File: config.mk
export PLATFORM = sky130hd
export DESIGN_NAME = la_uart_dumper
export DESIGN_NICKNAME = d
export VERILOG_FILES = /design/src/rtl/la_pkg.sv /design/src/rtl/la_hex_ascii.sv /design/src/rtl/la_uart_dumper.sv
export SDC_FILE = /design/constraint.sdc
export NUM_CORES = 1
export LEC_CHECK = 0
export CAP_MARGIN = 20
export CORE_UTILIZATION = 53
export DETAILED_ROUTE_END_ITERATION = 6
export GPL_TIMING_DRIVEN = 0
export PLACE_DENSITY = 0.8
export SETUP_SLACK_MARGIN = 0.4
export SYNTH_ARGS = -nofsm -noshare
export SYNTH_HDL_FRONTEND = slang
export SYNTH_HIERARCHICAL = 1
export SYNTH_SLANG_ARGS = --single-unit
File: constraint.sdc
create_clock -name clk -period 3.3 [get_ports clk]
set_input_delay 0.66 -clock clk [delete_from_list [all_inputs] [get_ports clk]]
set_output_delay 0.66 -clock clk [all_outputs]
set_load 0.005 [all_outputs]
File: src/rtl/la_pkg.sv
// Shared definitions for the logic-analyzer text dump path: ASCII constants,
// dumper FSM state encoding and the nibble-to-hex-character helper.
package la_pkg;

    localparam logic [7:0] CR   = 8'h0D;
    localparam logic [7:0] LF   = 8'h0A;
    localparam logic [7:0] HASH = 8'h23;

    typedef enum logic [2:0] {
        S_IDLE,
        S_RD,
        S_LATCH,
        S_EMIT,
        S_NEXT,
        S_FIN
    } state_t;

    function automatic logic [7:0] nibble_to_ascii(input logic [3:0] nib);
        return (nib < 4'd10) ? (8'h30 + {4'h0, nib}) : (8'h37 + {4'h0, nib});
    endfunction

endpackage

File: src/rtl/la_hex_ascii.sv
// Purpose: 4-bit value to uppercase ASCII hex character ('0'-'9', 'A'-'F').
// Latency: combinational. Backpressure: none.
module la_hex_ascii
    import la_pkg::*;
(
    input  logic [3:0] nib,
    output logic [7:0] ascii
);

    assign ascii = nibble_to_ascii(nib);

endmodule

File: src/rtl/la_uart_dumper.sv
// Purpose: streams N samples from capture RAM as uppercase hex + CR LF into uart_tx6.
// Latency: RAM read + 1 cycle to first byte; one idle cycle between bytes. Backpressure: stalls on tx_full.
// Optional: LA_DUMP_HEADER_EN prepends "#" + 4-digit hex sample count + CR LF.
module la_uart_dumper
    import la_pkg::*;
#(
    parameter int ADDR_W   = 10,
    parameter int SAMPLE_W = 16
) (
    input  logic                clk,
    input  logic                reset,
    input  logic                start,
    input  logic                abort,
    input  logic [ADDR_W-1:0]   start_addr,
    input  logic [ADDR_W:0]     sample_count,
    output logic                busy,
    output logic                done,
    output logic [ADDR_W-1:0]   mem_addr,
    output logic                mem_rd,
    input  logic [SAMPLE_W-1:0] mem_data,
    output logic [7:0]          tx_data,
    output logic                tx_write,
    input  logic                tx_full
);

    localparam int              DIGITS   = SAMPLE_W / 4;
    localparam logic [7:0]      CR_IDX   = 8'(DIGITS);
    localparam logic [7:0]      LF_IDX   = 8'(DIGITS + 1);
    localparam logic [ADDR_W:0] CNT_ONE  = {{ADDR_W{1'b0}}, 1'b1};
    localparam logic [ADDR_W-1:0] ADDR_ONE = {{(ADDR_W-1){1'b0}}, 1'b1};

    state_t              state;
    logic [ADDR_W-1:0]   cur_addr;
    logic [ADDR_W:0]     remaining;
    logic [SAMPLE_W-1:0] sh;
    logic [SAMPLE_W-1:0] sh_nx;
    logic [7:0]          idx;
    logic [7:0]          nxt_idx;
    logic [7:0]          nxt_byte;
    logic [7:0]          hex_byte;
    logic [3:0]          nib;
    logic                wr_pend;
    logic                fire;
    logic                last_byte;

`ifdef LA_DUMP_HEADER_EN
    logic        hdr;
    logic [19:0] hdr_sh;
    logic [19:0] hdr_nx;
    assign hdr_nx = hdr_sh << 4;
`endif

    // The strobe is gated by the live full flag so a byte is never offered to a full FIFO.
    assign fire     = wr_pend & ~tx_full;
    assign tx_write = fire;
    assign sh_nx    = sh << 4;
    assign nxt_idx  = idx + 8'd1;

    always_comb begin
        nib = sh_nx[SAMPLE_W-1 -: 4];
        if (state == S_LATCH) begin
            nib = mem_data[SAMPLE_W-1 -: 4];
        end
`ifdef LA_DUMP_HEADER_EN
        else if (hdr) begin
            nib = hdr_nx[19:16];
        end
`endif
    end

    la_hex_ascii u_hex (
        .nib   (nib),
        .ascii (hex_byte)
    );

    always_comb begin
        if (nxt_idx < CR_IDX)       nxt_byte = hex_byte;
        else if (nxt_idx == CR_IDX) nxt_byte = CR;
        else                        nxt_byte = LF;
        last_byte = (idx == LF_IDX);
`ifdef LA_DUMP_HEADER_EN
        if (hdr) begin
            if (nxt_idx < 8'd5)       nxt_byte = hex_byte;
            else if (nxt_idx == 8'd5) nxt_byte = CR;
            else                      nxt_byte = LF;
            last_byte = (idx == 8'd6);
        end
`endif
    end

    always_ff @(posedge clk) begin
        if (!reset) begin
            state     <= S_IDLE;
            busy      <= 1'b0;
            done      <= 1'b0;
            mem_rd    <= 1'b0;
            mem_addr  <= '0;
            tx_data   <= 8'h00;
            wr_pend   <= 1'b0;
            cur_addr  <= '0;
            remaining <= '0;
            sh        <= '0;
            idx       <= '0;
`ifdef LA_DUMP_HEADER_EN
            hdr       <= 1'b0;
            hdr_sh    <= '0;
`endif
        end else begin
            done <= 1'b0;
            case (state)
                S_IDLE: begin
                    if (start && !abort) begin
                        if (sample_count == '0) begin
                            done <= 1'b1;
                        end else begin
                            busy      <= 1'b1;
                            cur_addr  <= start_addr;
                            remaining <= sample_count;
`ifdef LA_DUMP_HEADER_EN
                            hdr       <= 1'b1;
                            hdr_sh    <= {4'h0, 16'(sample_count)};
                            idx       <= '0;
                            tx_data   <= HASH;
                            wr_pend   <= 1'b1;
                            state     <= S_EMIT;
`else
                            mem_rd    <= 1'b1;
                            mem_addr  <= start_addr;
                            state     <= S_RD;
`endif
                        end
                    end
                end
                S_RD: begin
                    mem_rd <= 1'b0;
                    state  <= S_LATCH;
                end
                S_LATCH: begin
                    sh      <= mem_data;
                    idx     <= '0;
                    tx_data <= hex_byte;
                    wr_pend <= 1'b1;
                    state   <= S_EMIT;
                end
                S_EMIT: begin
                    if (fire) begin
                        wr_pend <= 1'b0;
                        if (last_byte) begin
`ifdef LA_DUMP_HEADER_EN
                            if (hdr) begin
                                hdr      <= 1'b0;
                                mem_rd   <= 1'b1;
                                mem_addr <= cur_addr;
                                state    <= S_RD;
                            end else
`endif
                            state <= S_NEXT;
                        end else begin
                            idx     <= nxt_idx;
                            sh      <= sh_nx;
                            tx_data <= nxt_byte;
`ifdef LA_DUMP_HEADER_EN
                            hdr_sh  <= hdr_nx;
`endif
                        end
                    end else if (!wr_pend) begin
                        // Idle gap after a write has elapsed; offer the next byte.
                        wr_pend <= 1'b1;
                    end
                end
                S_NEXT: begin
                    remaining <= remaining - CNT_ONE;
                    cur_addr  <= cur_addr + ADDR_ONE;
                    if (remaining == CNT_ONE) begin
                        busy  <= 1'b0;
                        done  <= 1'b1;
                        state <= S_FIN;
                    end else begin
                        mem_rd   <= 1'b1;
                        mem_addr <= cur_addr + ADDR_ONE;
                        state    <= S_RD;
                    end
                end
                S_FIN: begin
                    state <= S_IDLE;
                end
                default: begin
                    state <= S_IDLE;
                end
            endcase
            // A byte strobed in the abort cycle still goes out; nothing follows it.
            if (abort && busy) begin
                state   <= S_FIN;
                busy    <= 1'b0;
                done    <= 1'b1;
                wr_pend <= 1'b0;
                mem_rd  <= 1'b0;
`ifdef LA_DUMP_HEADER_EN
                hdr     <= 1'b0;
`endif
            end
        end
    end

endmodule

==> results of run 1 <==
[cells in the final DEF, fill, tap and decap left out, drive strengths merged, types with 3 or more instances in the layout]
| cell type | count |
|---|---|
| o21a | 3 |
| clkinv | 4 |
| clkdlybuf4s50 | 62 |
| a31oi | 9 |
| buf | 19 |
| a22oi | 6 |
| nor3b | 3 |
| o22ai | 3 |
| ha | 6 |
| o21ai | 32 |
| mux2i | 4 |
| mux2 | 6 |
| nor4 | 8 |
| nand2b | 5 |
| a211oi | 11 |
| clkbuf | 27 |
| nor3 | 10 |
| inv | 13 |
| or3 | 3 |
| dfxtp | 66 |
| or4 | 3 |
| xnor2 | 6 |
| and3 | 4 |
| a21o | 4 |
| nand2 | 66 |
| a21oi | 29 |
| o32ai | 3 |
| xor2 | 3 |
| a311oi | 13 |
| nand3 | 18 |
| nor2 | 52 |
[power groups by stage]
stage                     Sequential (W)  Combinational [W]  Clock [W]
after CTS                       0.000939           0.000584   0.000669
after global routing            0.000951           0.000639   0.000708
after detailed placement        0.000956           0.000580          0
after floorplan                 0.000946           0.000370          0
final                           0.000941           0.000588   0.000663
after global placement          0.000952           0.000568          0
[metal layers]
metal / part of all wire / vias to the layer above / GRT usage
li1: - / 1814 / -
met1: 0.44 / 1708 / 0.328
met2: 0.48 / 133 / 0.489
met3: 0.057 / 22 / 0.0603
met4: 0.022 / 0 / 0.116
met5: 0 / - / 0
[through the flow]
| step | power (W) | cell area, µm² | utilization | hold WS (ns) |
|---|---|---|---|---|
| floorplan | 0.00132 | 3660 | - | 0.432 |
| global placement | 0.00152 | 4380 | 0.674 | 0.447 |
| detailed placement | 0.00154 | 4380 | 0.674 | 0.450 |
| CTS | 0.00219 | 4570 | 0.703 | 0.461 |
| global route | 0.00230 | 4570 | 0.703 | 0.478 |
| finish | 0.00219 | 4570 | 0.703 | 0.461 |
[kinds of logic after synthesis]
| logic type | after synthesis | synth area share |
|---|---|---|
| simple gates | 188 | 0.250 |
| buf+inv | 49 | 0.0676 |
| mux | 10 | 0.0294 |
| other cells | 1 | 0.00102 |
| compound gates | 131 | 0.249 |
| fa+ha+maj | 6 | 0.0205 |
| flops | 66 | 0.361 |
| xor+xnor | 9 | 0.0215 |
[registers in the layout, summed over array words and instances, names as in the netlist]
register	cells
mem_rd	1
sh	12
mem_addr	10
tx_data	8
cur_addr	10
state	3
idx	8
remaining	11
wr_pend	1
busy	1
done	1
[area by class of cell]
| type | instances | share of cell area |
|---|---|---|
| inverters | 13 | 0.0107 |
| well taps | 77 | 0.0211 |
| multi-input cells | 345 | 0.459 |
| clock inverters | 6 | 0.0126 |
| clock buffers | 10 | 0.0279 |
| plain buffers | 36 | 0.0436 |
| repair buffers | 62 | 0.136 |
| flip-flops and latches | 66 | 0.289 |
[Yosys cell counts, drive strengths merged (2+ instances only)]
cell type and instances:
o221a 2, and2 2, and4 2, a41oi 2, xnor2 6, a22oi 6, nor4 8, a31oi 9
nand2b 5, o211ai 2, nand3b 2, nor3b 3, xor2 3, nor2b 2, ha 6, a21o 4
clkbuf 17, inv 13, mux2 6, or3b 2, o22ai 3, buf 19, nand4 2, nor2 52
a21oi 29, or3 3, or4 3, o21a 3, nand2 66, o32ai 3, nor3 10, and3 4
a311oi 13, a32o 2, a221oi 2, nand3 18, mux2i 4, a211oi 11, o21ai 32, dfxtp 66
[worst max-delay path, stage by stage, from the launching register on]
cell      delay, ns
dfxtp_1        0.34
nand2b_1       0.22
nor2_2         0.38
mux2_2         0.44
inv_1          0.07
ha_1           0.22
a21oi_1        0.21
nor2_1         0.07
a211oi_1       0.23
a21oi_1        0.06
a221oi_1       0.28
o21a_1         0.16
[worst max path at each step]
stage / cells after the start / end / from
floorplan: 11 / tx_data[1] / state[0]
global placement: 11 / tx_data[1] / state[2]
detailed placement: 11 / tx_data[1] / state[2]
CTS: 11 / tx_data[1] / state[2]
global route: 11 / tx_data[1] / state[2]
finish: 11 / tx_data[1] / state[2]
==> flow_metrics.py, run 1 <==
metrics = {
    "status": {
        "outcome": "complete, no violations",
    },
    "power": {
        "combPwrFrac": 0.268,
        "p_leak_nw": 1.64,
        "p_int_w": 0.00150,
        "seqPwrFrac": 0.429,
        "power.switching_w": 0.000688,
        "clkPwrFrac": 0.302,
        "power.share.switching": 0.314,
        "ir_drop_v": 0.000290,
        "power_density_nw_per_um2": 480,
    },
    "clocking": {
        "clkTransAtPathRegs_ns": 0.08,
        "cts_sinks": 66,
        "hold_buffers": 0,
        "htreeDepth": 3,
        "cts_made_buffers": 9,
        "cts_root_buffer": "clkbuf_8",
        "clk_path_buf_depth": 2,
        "clk_latency_ns": 0.36,
        "cts-resized-gates": 1,
        "cts_tree": "built",
        "post_cts_buffers": 0,
    },
    "route": {
        "viasPerCell": 5.98,
        "drt-total-wl_mm": 9.74,
        "drt_iter0_drc": 258,
        "drc": 0,
        "via_count": 3677,
        "drt-pass1-iter-count": 5,
        "ant_nets": 0,
        "wl_per_cell_um": 15.8,
    },
    "floorplanning": {
        "core-area_um2": 6490,
        "die_h_um": 85.1,
        "rows": 29,
        "io_pins": 64,
        "dieArea_um2": 7250,
        "initial_core_util": 0.564,
        "die_w_um": 85.1,
    },
    "setup_path": {
        "required_ns": 3.61,
        "crit_path_end_kind": "flip-flop",
        "r2r_cells": 11,
        "reg2reg_slack_ns": 0.56,
        "r2r-start": "state[2]",
        "worstPathMaxFanout": 8,
        "worstSetupPathType": "reg -> reg",
        "arrival_ns": 3.05,
        "critPathLaunchType": "flip-flop",
        "reg2reg_to": "tx_data[1]",
    },
    "synth": {
        "yosys.area.top_type_share": 0.361,
        "ys.flop_type": "dfxtp_1",
        "yosys-top-cells-area": "dfxtp_1, nand2_1, nor2_1",
        "yosys_register_bits": 66,
        "seq_area_frac_synth": 0.361,
        "syn-cell-area_um2": 3660,
        "synth-edff-count": 0,
        "syn_avg_cell_area_um2": 7.96,
        "async_flop_share": 0,
        "syn-num-nets": 508,
        "yosysTopAreaCell": "dfxtp_1",
        "synthCells": 460,
        "ys_types": 70,
        "synth.yosys.warnings": 6,
    },
    "timing": {
        "slew_viol_final": 0,
        "rsz0062_at_grt": "false",
        "post-route-min-period_ns": 2.74,
        "clock_skew_ns": 0.0127,
        "hold_viol": 0,
        "tightest_slew_ns": 0.664,
        "fin_setup_tns_ns": 0,
        "timing.fmax_mhz": 366,
        "period_share": 0.829,
        "setup_ws_ns": 0.564,
        "slew_headroom": 0.558,
        "setup_viol": 0,
    },
    "final_layout": {
        "nNetsFinal": 581,
        "fin_cells": 615,
        "syn_to_final_growth_pct": 24.7,
        "multi_input_area_um2": 2100,
        "ff_latch_area_um2": 1320,
        "diodes": 0,
        "layout-drive-gt1-share": 0.108,
        "fillCellCount": 546,
    },
    "grt": {
        "grt_pass1_vias": 3532,
        "grt_start_max_net_pins": 12,
        "grt_pass1_wl_mm": 16.0,
        "overflow": 0,
        "track_usage": 0.278,
        "grt_antenna_before_repair": 0,
    },
    "min_path": {
        "hold_depth": 2,
        "hold_path.startpoint": "mem_addr[7]",
        "hp-class": "reg -> reg",
        "holdPathEnd": "mem_addr[7]",
    },
    "placed_design": {
        "place.gp.congestion": 0.927,
        "dpl.cell_count": 599,
        "place.detailed.hpwl_mm": 7.02,
        "portBuffers": 62,
        "pre_cts_ws_ns": 0.380,
    },
    "flow_run": {
        "cap_viol_max_count": 0,
    },
}
Note: power is estimated with default switching activity, not from simulation.
==> inputs of run 2 (changes only) <==
==> constraint.sdc (replaced) <==
create_clock -name clk -period 2.59 [get_ports clk]
set_input_delay 0.518 -clock clk [delete_from_list [all_inputs] [get_ports clk]]
set_output_delay 0.518 -clock clk [all_outputs]
set_load 0.005 [all_outputs]
==> flow_metrics.py, run 2 (same netlist as run 1, synthesis figures left out) <==
metrics = {
    "power": {
        "power.share.switching": 0.316,
        "power.switching_w": 0.000936,
        "p_int_w": 0.00203,
        "ir_drop_v": 0.000395,
        "power_density_nw_per_um2": 618,
        "seqPwrFrac": 0.405,
        "combPwrFrac": 0.288,
        "clkPwrFrac": 0.307,
        "p_leak_nw": 1.71,
    },
    "grt": {
        "overflow": 0,
        "grt_antenna_before_repair": 0,
        "grt_start_max_net_pins": 12,
        "grt_pass1_wl_mm": 16.7,
        "track_usage": 0.292,
        "grt_pass1_vias": 3593,
    },
    "setup_path": {
        "arrival_ns": 2.56,
        "worstSetupPathType": "reg -> reg",
        "crit_chain": "nand2b_4 -> nor2_4 -> mux2_4 -> inv_4 -> ha_4 -> a21oi_4 -> nor2_2 -> a211oi_2 -> a21oi_1 -> a221oi_2 -> o21a_1",
        "crit_path_end_kind": "flip-flop",
        "r2r_cells": 11,
        "required_ns": 2.89,
        "reg2reg_slack_ns": 0.33,
        "critPathSlowestCell": "mux2_4",
        "worstPathMaxFanout": 3,
        "crit_path_max_incr_delay_ns": 0.35,
        "critPathLaunchType": "flip-flop",
    },
    "timing": {
        "slew_viol_final": 0,
        "setup_viol": 0,
        "rsz0062_at_grt": "true",
        "post-route-min-period_ns": 2.26,
        "clock_skew_ns": 0.00542,
        "holdWs_ns": 0.460,
        "hold_viol": 0,
        "timing.fmax_mhz": 442,
        "tightest_slew_ns": 0.634,
        "slew_headroom": 0.578,
        "period_share": 0.873,
    },
    "placed_design": {
        "portBuffers": 62,
        "place.detailed.hpwl_mm": 7.15,
        "place.gp.congestion": 0.877,
    },
    "floorplanning": {
        "die_w_um": 85.1,
        "initial_core_util": 0.564,
        "die_h_um": 85.1,
        "core-area_um2": 6490,
        "rows": 29,
        "io_pins": 64,
        "dieArea_um2": 7250,
    },
    "clocking": {
        "cts_root_buffer": "clkbuf_8",
        "cts_tree": "built",
        "clk_path_buf_depth": 2,
        "htreeDepth": 3,
        "cts_sinks": 66,
        "hold_buffers": 0,
        "clk_latency_ns": 0.35,
        "cts_made_buffers": 9,
        "clkTransAtPathRegs_ns": 0.07,
    },
    "route": {
        "wl_met3_um": 633,
        "wl_per_cell_um": 16.7,
        "via_count": 3746,
        "wl_met2_mm": 5.34,
        "viasPerCell": 6.02,
        "ant_nets": 0,
        "drt-total-wl_mm": 10.4,
        "top_layer": "met4",
        "drt-pass1-iter-count": 5,
        "drt_iter0_drc": 247,
        "met1_length_mm": 4.11,
        "drc": 0,
    },
    "final_layout": {
        "largest_registers": "sh (12), remaining (11)",
        "largest_register_ffs": 12,
        "layout-drive-gt1-share": 0.163,
        "top_register": "sh",
        "finish.utilization": 0.738,
        "ff_latch_area_um2": 1330,
        "fillCellCount": 512,
        "diodes": 0,
        "multi_input_area_um2": 2220,
        "nNetsFinal": 588,
        "final_common_cell": "nand2_1",
        "syn_to_final_growth_pct": 30.9,
        "layout_common_cells": "nand2_1, clkdlybuf4s50_1, dfxtp_1, nor2_1, o21ai_0",
    },
    "min_path": {
        "hold_depth": 2,
        "hp-class": "reg -> reg",
    },
    "flow_run": {
        "cap_viol_max_count": 0,
    },
    "status": {
        "outcome": "complete, no violations",
    },
}
## run 2: per-stage QoR
stage / std cells / instance area (µm²) / setup TNS [ns] / setup WS, ns / total power, W
after global placement: 599 / 4410 / -0.0132 / -0.0109 / 0.00196
final: 622 / 4790 / 0 / 0.330 / 0.00296
after floorplan: 460 / 3690 / 0 / 0.410 / 0.00170
after CTS: 619 / 4680 / 0 / 0.389 / 0.00290
after detailed placement: 599 / 4410 / -0.102 / -0.100 / 0.00198
after global routing: 622 / 4790 / 0 / 0.236 / 0.00310
## run 2: metal layers
| layer | vias up | global-route usage |
|---|---|---|
| li1 | 1820 | - |
| met1 | 1760 | 0.350 |
| met2 | 143 | 0.511 |
| met3 | 23 | 0.0409 |
| met4 | 0 | 0.151 |
| met5 | - | 0 |
## run 2: repair_timing
item	in CTS	in global routing
resized for setup	11	24
buffers inserted	4	3
pin swaps	5	7
setup endpoints to repair	8	38
## run 2: critical path, delay by kind of cell, from the launching register on
| kind | cells | cell delay [ns] |
|---|---|---|
| mux | 1 | 0.35 |
| compound gates | 5 | 0.83 |
| buf+inv | 1 | 0.06 |
| simple gates | 3 | 0.42 |
| fa+ha+maj | 1 | 0.20 |
| flops | 1 | 0.33 |
## run 2: cell type report
| class | instances | area share |
|---|---|---|
| inverter | 13 | 0.0112 |
| clock inverter | 4 | 0.0104 |
| timing repair buffer | 69 | 0.141 |
| buffer | 36 | 0.0436 |
| sequential | 66 | 0.278 |
| tap | 77 | 0.0201 |
| clock buffer | 12 | 0.0324 |
| multi-input combinational | 345 | 0.463 |
## run 2: path summary, 6_finish.rpt
path / from / to
worst max-delay path: state[2] / tx_data[1]
worst min-delay path: mem_addr[8] / mem_addr[8]
worst max register to register: state[2] / tx_data[1]
worst min register to register: mem_addr[8] / mem_addr[8]
## run 2: power by group through the flow
stage               clock network, W  logic [W]  registers, W
floorplan                          0   0.000490       0.00121
global placement                   0   0.000743       0.00121
detailed placement                 0   0.000761       0.00122
CTS                         0.000915   0.000792       0.00120
global route                0.000969   0.000923       0.00121
finish                      0.000908   0.000855       0.00120
==> inputs of run 3 (changes only) <==
--- a/config.mk
+++ b/config.mk
@@ -11,6 +11,7 @@
 export GPL_TIMING_DRIVEN = 0
 export PLACE_DENSITY = 0.8
 export SETUP_SLACK_MARGIN = 0.4
+export SKIP_CTS_REPAIR_TIMING = 1
 export SYNTH_ARGS = -nofsm -noshare
 export SYNTH_HDL_FRONTEND = slang
 export SYNTH_HIERARCHICAL = 1
==> flow_metrics.py, run 3 (same netlist as run 1, synthesis figures left out) <==
metrics = {
    "status": {
        "outcome": "complete, no violations",
    },
    "min_path": {
        "hp-class": "reg -> reg",
        "hold_depth": 2,
    },
    "clocking": {
        "cts_root_buffer": "clkbuf_8",
        "cts_sinks": 66,
        "clk_latency_ns": 0.35,
        "clkTransAtPathRegs_ns": 0.08,
        "cts_tree": "built",
        "htreeDepth": 3,
        "clk_path_buf_depth": 2,
        "cts_made_buffers": 9,
    },
    "setup_path": {
        "required_ns": 2.89,
        "worstSetupPathType": "reg -> reg",
        "r2r_cells": 11,
        "critPathLaunchType": "flip-flop",
        "crit_path_end_kind": "flip-flop",
        "worstPathMaxFanout": 6,
        "arrival_ns": 2.49,
    },
    "floorplanning": {
        "rows": 29,
        "dieArea_um2": 7250,
        "die_h_um": 85.1,
        "io_pins": 64,
        "initial_core_util": 0.564,
        "core-area_um2": 6490,
        "die_w_um": 85.1,
    },
    "route": {
        "drt-pass1-iter-count": 5,
        "viasPerCell": 6.11,
        "drt-total-wl_mm": 10.5,
        "drt_iter0_drc": 271,
        "drc": 0,
        "via_count": 3826,
        "ant_nets": 0,
        "wl_per_cell_um": 16.8,
    },
    "grt": {
        "grt_start_max_net_pins": 12,
        "grt_antenna_before_repair": 0,
        "overflow": 0,
        "track_usage": 0.290,
        "grt_pass1_wl_mm": 16.5,
        "grt_pass1_vias": 3569,
    },
    "timing": {
        "setup_viol": 0,
        "period_share": 0.846,
        "hold_viol": 0,
        "slew_headroom": 0.575,
        "clock_skew_ns": 0.00735,
        "rsz0062_at_grt": "true",
        "post-route-min-period_ns": 2.19,
        "setup_ws_ns": 0.400,
        "holdWs_ns": 0.462,
        "timing.fmax_mhz": 457,
        "tightest_slew_ns": 0.638,
        "slew_viol_final": 0,
    },
    "final_layout": {
        "layout_common_cells": "nand2_1, dfxtp_1, clkdlybuf4s50_1, nor2_1, o21ai_0",
        "final_common_cell": "nand2_1",
        "largest_register_ffs": 12,
        "fin_cells": 626,
        "top_register": "sh",
        "nNetsFinal": 592,
        "diodes": 0,
        "finish.utilization": 0.743,
        "final_cell_area_um2": 4820,
        "largest_registers": "sh (12), remaining (11)",
        "syn_to_final_growth_pct": 31.7,
        "layout-drive-gt1-share": 0.175,
    },
    "power": {
        "p_leak_nw": 1.76,
        "ir_drop_v": 0.000396,
        "power_density_nw_per_um2": 619,
    },
    "flow_run": {
        "cap_viol_max_count": 0,
    },
    "placed_design": {
        "portBuffers": 62,
        "place.gp.congestion": 0.877,
        "place.detailed.hpwl_mm": 7.15,
        "place_area_um2": 4410,
        "dpl.cell_count": 599,
        "pre_cts_ws_ns": -0.100,
    },
}
-- run 3: critical path, cell delays in order (launching register included) --
cell      delay (ns)
dfxtp_4         0.36
buf_8           0.13
nor2_4          0.22
mux2_4          0.36
inv_4           0.07
ha_4            0.20
a21oi_4         0.13
nor2_2          0.05
a211oi_2        0.18
a21oi_2         0.06
a221oi_2        0.24
o21a_1          0.13
-- run 3: cell type report --
| type | instances | area, µm² |
|---|---|---|
| Inverter | 13 | 51.3 |
| Fill cell | 510 | 1670 |
| Clock inverter | 4 | 50.0 |
| Buffer | 36 | 213 |
| Multi-Input combinational cell | 345 | 2220 |
| Tap cell | 77 | 96.3 |
| Clock buffer | 12 | 155 |
| Sequential cell | 66 | 1330 |
| Timing Repair Buffer | 73 | 706 |
-- run 3: power by group --
part | total [W] | switching [W] | internal [W]
logic | 0.000871 | 0.000448 | 0.000423
clock network | 0.000914 | 0.000419 | 0.000496
registers | 0.00120 | 0.0000801 | 0.00112
total | 0.00299 | 0.000947 | 0.00204
-- run 3: stage by stage --
step	total power, W	TNS, ns
6_report	0.00299	0
5_1_grt	0.00313	0
4_1_cts	0.00288	0
3_5_place_dp	0.00198	-0.102
3_3_place_gp	0.00196	-0.0132
2_1_floorplan	0.00170	0
-- run 3: final timing paths --
| check | to | start | slack, ns |
|---|---|---|---|
| worst min-delay path | mem_addr[8] | mem_addr[8] | 0.46 |
| worst min register to register | mem_addr[8] | mem_addr[8] | 0.46 |
| worst max register to register | tx_data[1] | state[0] | 0.40 |
| worst max-delay path | tx_data[1] | state[0] | 0.40 |
-- run 3: per-layer routing --
layer / track usage / vias up / share of wire
li1: - / 1831 / -
met1: 0.345 / 1818 / 0.40
met2: 0.510 / 147 / 0.51
met3: 0.0418 / 30 / 0.060
met4: 0.143 / 0 / 0.030
met5: 0 / - / 0
